[config.mk]
export PLATFORM = sky130hd
export DESIGN_NAME = program_loader
export DESIGN_NICKNAME = d
export VERILOG_FILES = /design/src/rtl/program_loader.sv
export SDC_FILE = /design/constraint.sdc
export NUM_CORES = 1
export LEC_CHECK = 0
export CAP_MARGIN = 20
export CORE_UTILIZATION = 41
export DETAILED_ROUTE_END_ITERATION = 16
export HOLD_SLACK_MARGIN = 0.15
export PLACE_DENSITY_LB_ADDON = 0.05
export SLEW_MARGIN = 25
export SYNTH_ARGS = -nofsm -noshare
export SYNTH_HDL_FRONTEND = slang
export SYNTH_SLANG_ARGS = --single-unit
[constraint.sdc]
create_clock -name clock -period 9.55 [get_ports clock]
set_input_delay 0.955 -clock clock [delete_from_list [all_inputs] [get_ports clock]]
set_output_delay 0.955 -clock clock [all_outputs]
set_load 0.05 [all_outputs]
[src/rtl/program_loader.sv]
// Program loader: streams an image into memory, primes the fetch/decode pipe, then runs word_count instructions.
// Build macro PROGRAM_LOADER_CHECKSUM_EN enables the running XOR checksum of loaded words.
module program_loader #(
   parameter int                DATA_W        = 32,
   parameter int                ADDR_W        = 32,
   parameter logic [ADDR_W-1:0] START_ADDRESS = 32'h80020000,
   parameter int                MAX_WORDS     = 1024,
   localparam int               CNT_W         = $clog2(MAX_WORDS + 1)
) (
   input  logic              clock,
   input  logic              reset,
   input  logic              start,
   input  logic              s_valid,
   input  logic [DATA_W-1:0] s_data,
   input  logic              s_last,
   output logic              s_ready,
   output logic [ADDR_W-1:0] mem_addr,
   output logic [DATA_W-1:0] mem_data,
   output logic              mem_wren,
   output logic              mem_enable,
   output logic [1:0]        mem_acc_size,
   input  logic              mem_busy,
   input  logic [ADDR_W-1:0] fetch_pc,
   output logic              stall,
   output logic [ADDR_W-1:0] pc_dec,
   output logic [ADDR_W-1:0] pc_exec,
   output logic              valid_insn,
   output logic [CNT_W-1:0]  word_count,
   output logic              overflow,
   output logic              run_done,
   output logic [DATA_W-1:0] checksum
);

   typedef enum logic [2:0] {IDLE, LOAD, PRIME0, PRIME1, RUN, DONE} state_t;

   localparam logic [CNT_W-1:0] MAX_CNT = CNT_W'(MAX_WORDS);

   state_t            state_q, state_d;
   logic              fin_q, fin_d;
   logic              s_ready_q, s_ready_d;
   logic              stall_q, stall_d;
   logic              wren_q, wren_d;
   logic              en_q, en_d;
   logic [ADDR_W-1:0] addr_q, addr_d;
   logic [DATA_W-1:0] data_q, data_d;
   logic [ADDR_W-1:0] pc_dec_q, pc_dec_d;
   logic [ADDR_W-1:0] pc_exec_q, pc_exec_d;
   logic              vld_q, vld_d;
   logic [CNT_W-1:0]  cnt_q, cnt_d;
   logic [CNT_W-1:0]  run_q, run_d;
   logic              ovf_q, ovf_d;
   logic              done_q, done_d;

   logic              accept, clr, exec_q, exec_d;
   logic [ADDR_W-1:0] wr_addr;
   logic [CNT_W-1:0]  cnt_inc, run_inc;

   assign accept  = s_valid && s_ready_q;
   assign clr     = ((state_q == IDLE) || (state_q == DONE)) && start;
   assign exec_q  = (state_q == PRIME0) || (state_q == PRIME1) || (state_q == RUN);
   assign wr_addr = START_ADDRESS + (ADDR_W'(cnt_q) << 2);
   assign cnt_inc = cnt_q + 1'b1;
   assign run_inc = run_q + 1'b1;

   // fin_q marks the write cycle of the final word; the FSM leaves LOAD one cycle later
   always_comb begin
      state_d   = state_q;
      fin_d     = fin_q;
      wren_d    = 1'b0;
      addr_d    = addr_q;
      data_d    = data_q;
      pc_dec_d  = pc_dec_q;
      pc_exec_d = pc_exec_q;
      vld_d     = vld_q;
      cnt_d     = cnt_q;
      run_d     = run_q;
      ovf_d     = ovf_q;
      done_d    = done_q;
      if (clr) begin
         state_d = LOAD;
         fin_d   = 1'b0;
         cnt_d   = '0;
         ovf_d   = 1'b0;
         done_d  = 1'b0;
         vld_d   = 1'b0;
      end else begin
         case (state_q)
            LOAD: begin
               if (fin_q) begin
                  state_d = PRIME0;
                  run_d   = '0;
               end else if (accept) begin
                  wren_d = 1'b1;
                  addr_d = wr_addr;
                  data_d = s_data;
                  cnt_d  = cnt_inc;
                  if (s_last) begin
                     fin_d = 1'b1;
                  end else if (cnt_inc == MAX_CNT) begin
                     fin_d = 1'b1;
                     ovf_d = 1'b1;
                  end
               end
            end
            PRIME0, PRIME1, RUN: begin
               if (!mem_busy) begin
                  addr_d    = fetch_pc;
                  pc_exec_d = fetch_pc;
                  pc_dec_d  = pc_exec_q;
                  if (state_q == PRIME0) begin
                     state_d = PRIME1;
                  end else if (state_q == PRIME1) begin
                     state_d = RUN;
                  end else begin
                     run_d = run_inc;
                     if (run_inc == cnt_q) begin
                        state_d = DONE;
                        vld_d   = 1'b0;
                        done_d  = 1'b1;
                     end else begin
                        vld_d = 1'b1;
                     end
                  end
               end
            end
            default: ;
         endcase
      end
      exec_d    = (state_d == PRIME0) || (state_d == PRIME1) || (state_d == RUN);
      s_ready_d = (state_d == LOAD) && !fin_d && !mem_busy && (cnt_d < MAX_CNT);
      stall_d   = !exec_d || (exec_q && mem_busy);
      en_d      = (state_d != IDLE);
   end

   always_ff @(posedge clock or posedge reset) begin
      if (reset) begin
         state_q   <= IDLE;
         fin_q     <= 1'b0;
         s_ready_q <= 1'b0;
         stall_q   <= 1'b1;
         wren_q    <= 1'b0;
         en_q      <= 1'b0;
         addr_q    <= START_ADDRESS;
         data_q    <= '0;
         pc_dec_q  <= '0;
         pc_exec_q <= '0;
         vld_q     <= 1'b0;
         cnt_q     <= '0;
         run_q     <= '0;
         ovf_q     <= 1'b0;
         done_q    <= 1'b0;
      end else begin
         state_q   <= state_d;
         fin_q     <= fin_d;
         s_ready_q <= s_ready_d;
         stall_q   <= stall_d;
         wren_q    <= wren_d;
         en_q      <= en_d;
         addr_q    <= addr_d;
         data_q    <= data_d;
         pc_dec_q  <= pc_dec_d;
         pc_exec_q <= pc_exec_d;
         vld_q     <= vld_d;
         cnt_q     <= cnt_d;
         run_q     <= run_d;
         ovf_q     <= ovf_d;
         done_q    <= done_d;
      end
   end

`ifdef PROGRAM_LOADER_CHECKSUM_EN
   logic [DATA_W-1:0] csum_q;
   logic              wr;

   assign wr = (state_q == LOAD) && !fin_q && accept;

   always_ff @(posedge clock or posedge reset) begin
      if (reset)    csum_q <= '0;
      else if (clr) csum_q <= '0;
      else if (wr)  csum_q <= csum_q ^ s_data;
   end

   assign checksum = csum_q;
`else
   assign checksum = '0;
`endif

   assign s_ready      = s_ready_q;
   assign stall        = stall_q;
   assign mem_wren     = wren_q;
   assign mem_enable   = en_q;
   assign mem_addr     = addr_q;
   assign mem_data     = data_q;
   assign mem_acc_size = 2'b00;
   assign pc_dec       = pc_dec_q;
   assign pc_exec      = pc_exec_q;
   assign valid_insn   = vld_q;
   assign word_count   = cnt_q;
   assign overflow     = ovf_q;
   assign run_done     = done_q;

endmodule

== Yosys cells after proc, flatten, opt, wreduce, memory -nomap -nowiden ==
Index checks and enable logic that the tools add are counted.
Word-level totals
  register bits: 161
  input bits: 70
  output and inout port bits: 180
  logic and storage cells: 123
Cells by class
  add/subtract/negate cells: 3
  $lt $le $gt $ge: 1
  equality and inequality tests: 22
  mux-type cells: 48
  bitwise gates (word level): 3
  reductions and logical operators: 31
Operators with widths (count)
  2-to-1 mux 32 bit: 3
  2-to-1 mux 11 bit: 8
  case mux 32 bit (2 select lines): 1
  adder 32 x 13 -> 32 bit (first input constant): 1
  2-to-1 mux 1 bit: 28
  adder 11 x 1 -> 11 bit (second input constant): 2
  case mux 11 bit (2 select lines): 1
  2-to-1 mux 3 bit: 6
  != test 2 bit (second input constant): 8
  AND reduction 5 bit: 3
  == test 3 x 2 -> 1 bit (second input constant): 4
  nonzero test 2 bit: 6
  == test 11 bit: 1
  == test 11 bit (second input constant): 1
  < comparator 11 bit (second input constant): 1
  == test 3 bit (second input constant): 3
  AND reduction 4 bit: 2
  == test 3 x 1 -> 1 bit (second input constant): 2
  logical AND 1 bit: 6
  logical OR 1 bit: 6
  != test 2 x 1 -> 1 bit (second input constant): 3
  case mux 3 bit (2 select lines): 1
  AND reduction 6 bit: 1
  zero test 1 bit: 3
  5 further kinds: 7

== Logic depth before layout (Yosys ltp) ==
Gate-level depths: netlist of run 1.
  depth after elaboration: 13
  mapped depth: 10
  gate-level depth less buffers: 8

== Worst setup path before layout of run 1 ==
OpenSTA, ideal clock, no wires.
  path type: input-to-reg
  start point: input mem_busy
  end point: register s_ready_q (netlist: s_ready)
  setup time: 0.094 ns
  data arrival time: 2.573 ns
  data required time: 9.456 ns
  slack: 6.883 ns
  stages: 7
  buffers on the path: 1
  path through: or4b_1 buf_2 nor3_2 nand4_1 a2111oi_4 or2b_2 nor4b_4
Between the ends
  longest elaborated chain between the ends: 7
  elaborated cells on any way between the ends: 8
  classes of those cells: eq/ne (1); mux (3); reduce/logical (4)
RTL lines
  start, declared: line 22  | input logic mem_busy,
  2-to-1 mux 3 bit: line 106  | if (!mem_busy) begin
  case mux 3 bit (2 select lines): line 87  | case (state_q)
  2-to-1 mux 3 bit: line 79  | if (clr) begin
  via state_d[0]: line 38  | state_t state_q, state_d;
  == test 3 x 1 -> 1 bit: line 130  | s_ready_d = (state_d == LOAD) && !fin_d && !mem_busy && (cnt_d < MAX_CNT);
  logical AND 1 bit (3 in series): line 130
  via s_ready_d: line 40  | logic s_ready_q, s_ready_d;
  end signal, assigned: line 155  | s_ready_q <= s_ready_d;
  end, declared: line 40
The timed path passes the listed nets, and every way through them passes these cells.
A chain may end at the register's enable or synchronous reset.

== Worst setup path in the final report of run 1 ==
  start point: input s_valid
  end point: register addr_q[6] (netlist: mem_addr[6])
Between the ends
  longest elaborated chain between the ends: 3
RTL lines
  start, declared: line 13  | input logic s_valid,
  logical AND 1 bit: line 58  | assign accept = s_valid && s_ready_q;
  != test 2 bit (no line)
  AND reduction 5 bit (no line)
  end signal, assigned: line 159  | addr_q <= addr_d;
  end, declared: line 44  | logic [ADDR_W-1:0] addr_q, addr_d;
Every way passes these cells.

==> results of run 1 <==
==> power groups by stage <==
stage          clock, W  sequential (W)  combinational, W
2_1_floorplan         0         0.00197          0.000462
6_report       0.000675         0.00113           0.00196
4_1_cts        0.000691         0.00113           0.00198
3_3_place_gp          0         0.00114           0.00196
3_5_place_dp          0         0.00113           0.00197
5_1_grt        0.000717         0.00116           0.00207
==> tightest hold or removal path: cells and delay by family (launching register included) <==
kind / cells / cell delay [ns]
flip-flops: 1 / 0.34
AND/OR/NAND/NOR: 2 / 0.10
==> per-layer routing <==
layer  track usage  part of all wire
met1        0.2890              0.45
met4       0.07134             0.012
met5             0                 0
met3       0.07382             0.083
met2        0.3244              0.45
==> through the flow <==
step,utilization,instances,instance area (µm²)
finish,0.5878,1222,9851
global route,0.5878,1222,9851
CTS,0.5878,1222,9851
detailed placement,0.5530,1190,9268
global placement,0.5527,1190,9264
floorplan,-,831,7218
==> worst min-delay path by stage <==
| stage | cells past startpoint | slack, ns | from | endpoint |
|---|---|---|---|---|
| detailed placement | 2 | 0.46 | mem_data[27]$_DFFE_PP0P_ | mem_data[27]$_DFFE_PP0P_ |
| global route | 2 | 0.49 | pc_dec[23]$_DFFE_PP0P_ | pc_dec[23]$_DFFE_PP0P_ |
| global placement | 2 | 0.46 | pc_dec[23]$_DFFE_PP0P_ | pc_dec[23]$_DFFE_PP0P_ |
| finish | 2 | 0.47 | pc_dec[24]$_DFFE_PP0P_ | pc_dec[24]$_DFFE_PP0P_ |
| CTS | 2 | 0.48 | mem_data[12]$_DFFE_PP0P_ | mem_data[12]$_DFFE_PP0P_ |
| floorplan | 1 | 0.47 | run_q[10]$_DFFE_PP0P_ | run_q[10]$_DFFE_PP0P_ |
==> synth_stat cells (all sizes together), types with 2 or more instances <==
| library cell | instances |
|---|---|
| ha | 2 |
| dfstp | 3 |
| nand3 | 12 |
| and2 | 3 |
| xor2 | 10 |
| nor2 | 22 |
| o31ai | 3 |
| o22ai | 3 |
| xnor2 | 8 |
| a22o | 3 |
| inv | 4 |
| nor3 | 4 |
| nor4 | 2 |
| or3 | 3 |
| a31oi | 9 |
| and3 | 6 |
| o21ai | 48 |
| o41ai | 2 |
| and4 | 3 |
| a21oi | 11 |
| nor3b | 3 |
| nand4 | 6 |
| nand2 | 357 |
| dfrtp | 158 |
| mux2i | 12 |
| nand2b | 4 |
| buf | 40 |
| nor2b | 4 |
| clkbuf | 41 |
==> sequential cells by signal, indices dropped and copies added, names as in the netlist <==
name,count
pc_dec,32
run_q,11
run_done,1
pc_exec,32
state_q,3
mem_data,32
mem_addr,32
stall,1
word_count,11
mem_wren,1
mem_enable,1
s_ready,1
fin_q,1
overflow,1
valid_insn,1
==> cells by family (layout without fill, tap and decap cells) <==
family	count (synthesis)	after routing
mux	13	13
flops	161	161
compound gates	85	85
other cells	1	34
xor+xnor	18	18
simple gates	433	433
buf+inv	85	256
fa+ha+maj	2	2
==> final cells by class <==
type	instances	area [µm²]
Fill cell	1507	6909
Sequential cell	161	4033
Multi-Input combinational cell	585	2746
Timing Repair Buffer	220	2193
Clock buffer	18	439.2
Tap cell	220	275.3
Clock inverter	14	143.9
Inverter	4	20.02
==> key figures, run 1 <==
Power
  • Seq pwr share: 0.300
  • Power, Total: 0.003762 W
  • Worst VDD drop: 0.2269 mV
  • Psw: 0.001839 W
  • Cell Pwr Density: 381.9 nW/µm²
  • LEAKAGE: 4.785 nW
  • Clk pwr share: 0.179
  • P_int: 0.001922 W
  • Logic pwr share: 0.521
  • Switching share of power: 0.4890

Timing
  • Setup TNS: 0 ns
  • Measured slew at the worst slew-check pin: 0.9310 ns
  • Pins Over Slew Limit: 0
  • Setup violators final: 0
  • Post-route minimum period: 3.310 ns
  • Worst hold slack: 0.4738 ns
  • Clock Skew: 0.007110 ns
  • Final hold vios: 0
  • F_max: 0.3021 GHz
  • Rel. slew slack: 0.3779
  • Fin crit share: 0.3466
  • Setup WS post-layout: 6.240 ns
  • RSZ-0062 raised after global routing: false

Route
  • Iter 0 DRT Violations: 300
  • Detailed Route WL: 18580 µm
  • DR vias/cell: 4.751
  • Vias: 5806
  • TritonRoute pass-1 iters: 4
  • Post-route DRC: 0
  • Final ANT Viol Nets: 0
  • Post-DR wirelength/cell: 15.20 µm

Critical path
  • Crit path buf inv count: 3
  • Req. time, crit path: 9.80 ns
  • Critical Path End Type: register
  • Worst path depth: 8
  • Worst setup endpoint: mem_addr[6]$_DFFE_PP0P_
  • CP max stage delay: 0.87 ns
  • Worst r2r dst: mem_addr[6]$_DFFE_PP0P_
  • FF-to-FF Start: state_q[2]$_DFF_PP0_
  • CP top delay family: buffers and inverters
  • Reg2reg path depth: 7
  • CP Cell Sequence: clkdlybuf4s50_1 -> nand2_1 -> nor3_1 -> nand2b_1 -> buf_4 -> inv_2 -> nor2_4 -> o21ai_0
  • Arr. time, crit path: 3.56 ns
  • CP Max Fanout: 46
  • Worst reg-to-reg setup slack: 6.53 ns
  • Setup CP Type: in2reg
  • Worst setup path start: s_valid
  • Startpoint types: input port
  • Crit-path slowest cell: nor2_4

Cells and area
  • Area grow syn2layout: 38.85%
  • Most common cell after layout, fill and taps aside: nand2_1
  • Nets: 1061
  • Most frequent cells in the layout: nand2_1, clkdlybuf4s50_1, dfrtp_1, o21ai_0, conb_1
  • Layout cells sized above 1: 0.05090
  • Ant diodes: 0

Synthesis
  • Post-Syn Area: 7094 µm²
  • Adder-cell area share of the yosys netlist: 0.003527
  • Syn Inst Count: 798
  • Yosys top cell area share: 0.5573
  • Sequential area share after synthesis: 0.5684
  • Largest family of logic cells by synthesized area: simple AND/OR/NAND/NOR gates
  • Synth warn: 0
  • Leading area contributor after synthesis: dfrtp_1
  • Async S/R FF share, synth: 1.000
  • Synth cell types: 46
  • Post-synth top flop: dfrtp_1
  • Compound-cell area share of the yosys netlist: 0.07125
  • Xor/xnor share of the synthesized area: 0.02222
  • Synth area leaders: dfrtp_1, nand2_1, buf_4, o21ai_0, clkbuf_1
  • Post-synthesis area per instance: 8.890 µm²
  • Multiplexer share of the synthesized area: 0.01852
  • Post-Synth Simple-Gate Area: 0.2510
  • Synthesized flop and latch total: 161
  • Post-synth EDFFs: 0

Clock tree
  • Post-CTS Repair Setup Buffers: 0
  • CTS tree: yes
  • Root buffer cell: clkbuf_16
  • Clock Pin Slew Worst Setup and Hold Paths: 0.07 ns
  • CTS buffer count: 17
  • PostCTS Resize Cnt: 0
  • Worst-Skew Late Latency: 0.42 ns
  • Clock Sinks: 161
  • Clk buf depth: 2
  • CTS Hold Buffers Added: 0
  • CTS H-Tree Depth: 4

Placement
  • Gpl congestion: 0.7999
  • Setup WS pre-CTS: 5.774 ns
  • # port buffers: 215
  • Dpl hpwl: 12360 µm

Global routing
  • GRT Total Usage: 0.2150
  • Vias in the first global route: 5612
  • Largest net degree at the start of global routing: 82
  • Initial antenna violation count: 0
  • Total gr overflow: 0
  • First-pass GRT wire length: 30050 µm

Die
  • Die outline area: 17830 µm²
  • Initial core utilization: 0.4233
  • Die W: 133.5 µm
  • Io pins: 250
  • Core Area: 16760 µm²
  • Die H: 133.5 µm
  • FP Rows: 47

Job
  • Max Cap Viol: 0

Run status
  • Status: finished clean

Min path
  • Hold Path Class: reg2reg
Power figures use the tool's default switching activity.
==> run 2, diff against run 1 <==
==> constraint.sdc (replaced) <==
create_clock -name clock -period 3.4 [get_ports clock]
set_input_delay 0.34 -clock clock [delete_from_list [all_inputs] [get_ports clock]]
set_output_delay 0.34 -clock clock [all_outputs]
set_load 0.05 [all_outputs]
==> key figures, run 2 (synthesis gave the netlist of run 1 again) <==
Clock tree
  • Post-CTS Repair Setup Buffers: 0 (unchanged)
  • CTS H-Tree Depth: 4 (unchanged)
  • CTS buffer count: 17 (unchanged)
  • CTS tree: yes (unchanged)
  • CTS Hold Buffers Added: 0 (unchanged)
  • Clock Sinks: 161 (unchanged)
  • Clock Pin Slew Worst Setup and Hold Paths: 0.06 ns (was 0.07 ns)
  • Clk buf depth: 2 (unchanged)
  • Root buffer cell: clkbuf_16 (unchanged)
  • Worst-Skew Late Latency: 0.42 ns (about the same)
  • PostCTS Resize Cnt: 0 (unchanged)

Cells and area
  • Most frequent cells in the layout: nand2_1, clkdlybuf4s50_1, dfrtp_1, o21ai_0, conb_1 (unchanged)
  • Nets: 1068 (was 1061)
  • Layout cells sized above 1: 0.05456 (was 0.05090)
  • Most common cell after layout, fill and taps aside: nand2_1 (unchanged)
  • Area grow syn2layout: 40.35% (was 38.85%)
  • Ant diodes: 0 (unchanged)

Die
  • Io pins: 250 (unchanged)
  • Initial core utilization: 0.4233 (unchanged)
  • FP Rows: 47 (unchanged)
  • Core Area: 16760 µm² (unchanged)
  • Die H: 133.5 µm (unchanged)
  • Die outline area: 17830 µm² (unchanged)
  • Die W: 133.5 µm (unchanged)

Timing
  • Setup TNS: 0 ns (unchanged)
  • Fin crit share: 0.7403
  • RSZ-0062 raised after global routing: false (unchanged)
  • Setup violators final: 0 (unchanged)
  • Measured slew at the worst slew-check pin: 0.7251 ns (was 0.9310 ns)
  • F_max: 0.3973 GHz
  • Pins Over Slew Limit: 0 (unchanged)
  • Rel. slew slack: 0.5155 (was 0.3779)
  • Final hold vios: 0 (unchanged)
  • Post-route minimum period: 2.517 ns
  • Clock Skew: 0.007238 ns (was 0.007110 ns)
  • Worst hold slack: 0.3715 ns (was 0.4738 ns)

Route
  • Final ANT Viol Nets: 0 (unchanged)
  • DR vias/cell: 4.837 (was 4.751)
  • Iter 0 DRT Violations: 307 (was 300)
  • Post-DR wirelength/cell: 15.31 µm (was 15.20 µm)
  • Post-route DRC: 0 (unchanged)
  • TritonRoute pass-1 iters: 4 (unchanged)
  • Vias: 5940 (was 5806)
  • Detailed Route WL: 18800 µm (was 18580 µm)

Global routing
  • GRT Total Usage: 0.2216 (was 0.2150)
  • Largest net degree at the start of global routing: 67 (was 82)
  • Total gr overflow: 0 (unchanged)
  • First-pass GRT wire length: 30620 µm (was 30050 µm)
  • Vias in the first global route: 5636 (was 5612)
  • Initial antenna violation count: 0 (unchanged)

Critical path
  • FF-to-FF Start: run_q[0]$_DFFE_PP0P_ (was state_q[2]$_DFF_PP0_)
  • Worst setup endpoint: mem_enable$_DFF_PP0_ (was mem_addr[6]$_DFFE_PP0P_)
  • Arr. time, crit path: 2.81 ns (was 3.56 ns)
  • Critical Path End Type: register (unchanged)
  • Worst r2r dst: mem_enable$_DFF_PP0_ (was mem_addr[6]$_DFFE_PP0P_)
  • Startpoint types: register (was input port)
  • Setup CP Type: reg2reg (was in2reg)
  • Req. time, crit path: 3.70 ns (was 9.80 ns)
  • CP Max Fanout: 9 (was 46)
  • Worst reg-to-reg setup slack: 0.88 ns (was 6.53 ns)
  • Reg2reg path depth: 7 (unchanged)
  • Worst setup path start: run_q[0]$_DFFE_PP0P_ (was s_valid)

Power
  • Seq pwr share: 0.296 (was 0.300)
  • P_int: 0.005594 W (was 0.001922 W)
  • Psw: 0.005091 W (was 0.001839 W)
  • Switching share of power: 0.4765 (was 0.4890)
  • Clk pwr share: 0.185 (was 0.179)
  • Cell Pwr Density: 1073 nW/µm² (was 381.9 nW/µm²)
  • LEAKAGE: 4.839 nW (was 4.785 nW)
  • Worst VDD drop: 0.7440 mV (was 0.2269 mV)
  • Logic pwr share: 0.520 (was 0.521)

Placement
  • Dpl hpwl: 12880 µm (was 12360 µm)
  • # port buffers: 215 (unchanged)
  • Gpl congestion: 0.8372 (was 0.7999)

Run status
  • Status: finished clean (unchanged)

Job
  • Max Cap Viol: 0 (unchanged)

Min path
  • Hold Path Class: in2async (was reg2reg)
==> run 2: area by class of cell <==
| cell class | instances | area, µm² |
|---|---|---|
| tap | 220 | 275.3 |
| sequential | 161 | 4033 |
| clock buffer | 22 | 474.2 |
| timing repair buffer | 227 | 2280 |
| clock inverter | 9 | 130.1 |
| multi-input combinational | 585 | 2746 |
| fill | 1516 | 6803 |
| inverter | 4 | 18.77 |
==> run 2: power by group through the flow <==
stage | registers [W] | logic [W] | clock network (W)
global placement | 0.00317 | 0.00557 | 0
detailed placement | 0.00317 | 0.00559 | 0
global route | 0.00327 | 0.00587 | 0.00209
CTS | 0.00316 | 0.00561 | 0.00201
finish | 0.00316 | 0.00555 | 0.00197
floorplan | 0.00553 | 0.00130 | 0
==> run 2: routing by layer <==
metal	vias to the layer above	part of all wire	track usage
li1	2894	-	-
met1	2813	0.44	0.2938
met2	217	0.46	0.3400
met3	16	0.091	0.08524
met4	0	0.012	0.05745
met5	-	0	0
==> run 2: critical path, cell delays in order, from the launching register on <==
cell and delay (ns):
dfrtp_1 0.49, ha_1 0.40, and3_1 0.26, xnor2_1 0.08, a32oi_1 0.30, a2111oi_4 0.15
or2b_2 0.34, or3_1 0.37
==> run 2: worst min path at each step <==
stage / end / slack (ns) / depth (start not counted) / from
final: pc_exec[24]$_DFFE_PP0P_ / 0.37 / 2 / reset
after detailed placement: pc_dec[7]$_DFFE_PP0P_ / 0.46 / 2 / pc_dec[7]$_DFFE_PP0P_
after global routing: pc_exec[24]$_DFFE_PP0P_ / 0.42 / 2 / reset
after global placement: pc_dec[2]$_DFFE_PP0P_ / 0.46 / 2 / pc_dec[2]$_DFFE_PP0P_
after CTS: pc_exec[24]$_DFFE_PP0P_ / 0.38 / 2 / reset
after floorplan: overflow$_DFFE_PP0P_ / 0.44 / 1 / s_last
==> run 2: metrics by stage <==
| step | instances | utilization | power, W | setup WS, ns | instance area [µm²] |
|---|---|---|---|---|---|
| 2_1_floorplan | 831 | - | 0.006826 | 0.8746 | 7222 |
| 3_3_place_gp | 1197 | 0.5580 | 0.008738 | 0.7233 | 9353 |
| 3_5_place_dp | 1197 | 0.5580 | 0.008761 | 0.6482 | 9353 |
| 4_1_cts | 1228 | 0.5941 | 0.01078 | 0.8890 | 9957 |
| 5_1_grt | 1228 | 0.5941 | 0.01122 | 0.7228 | 9957 |
| 6_report | 1228 | 0.5941 | 0.01068 | 0.8830 | 9957 |
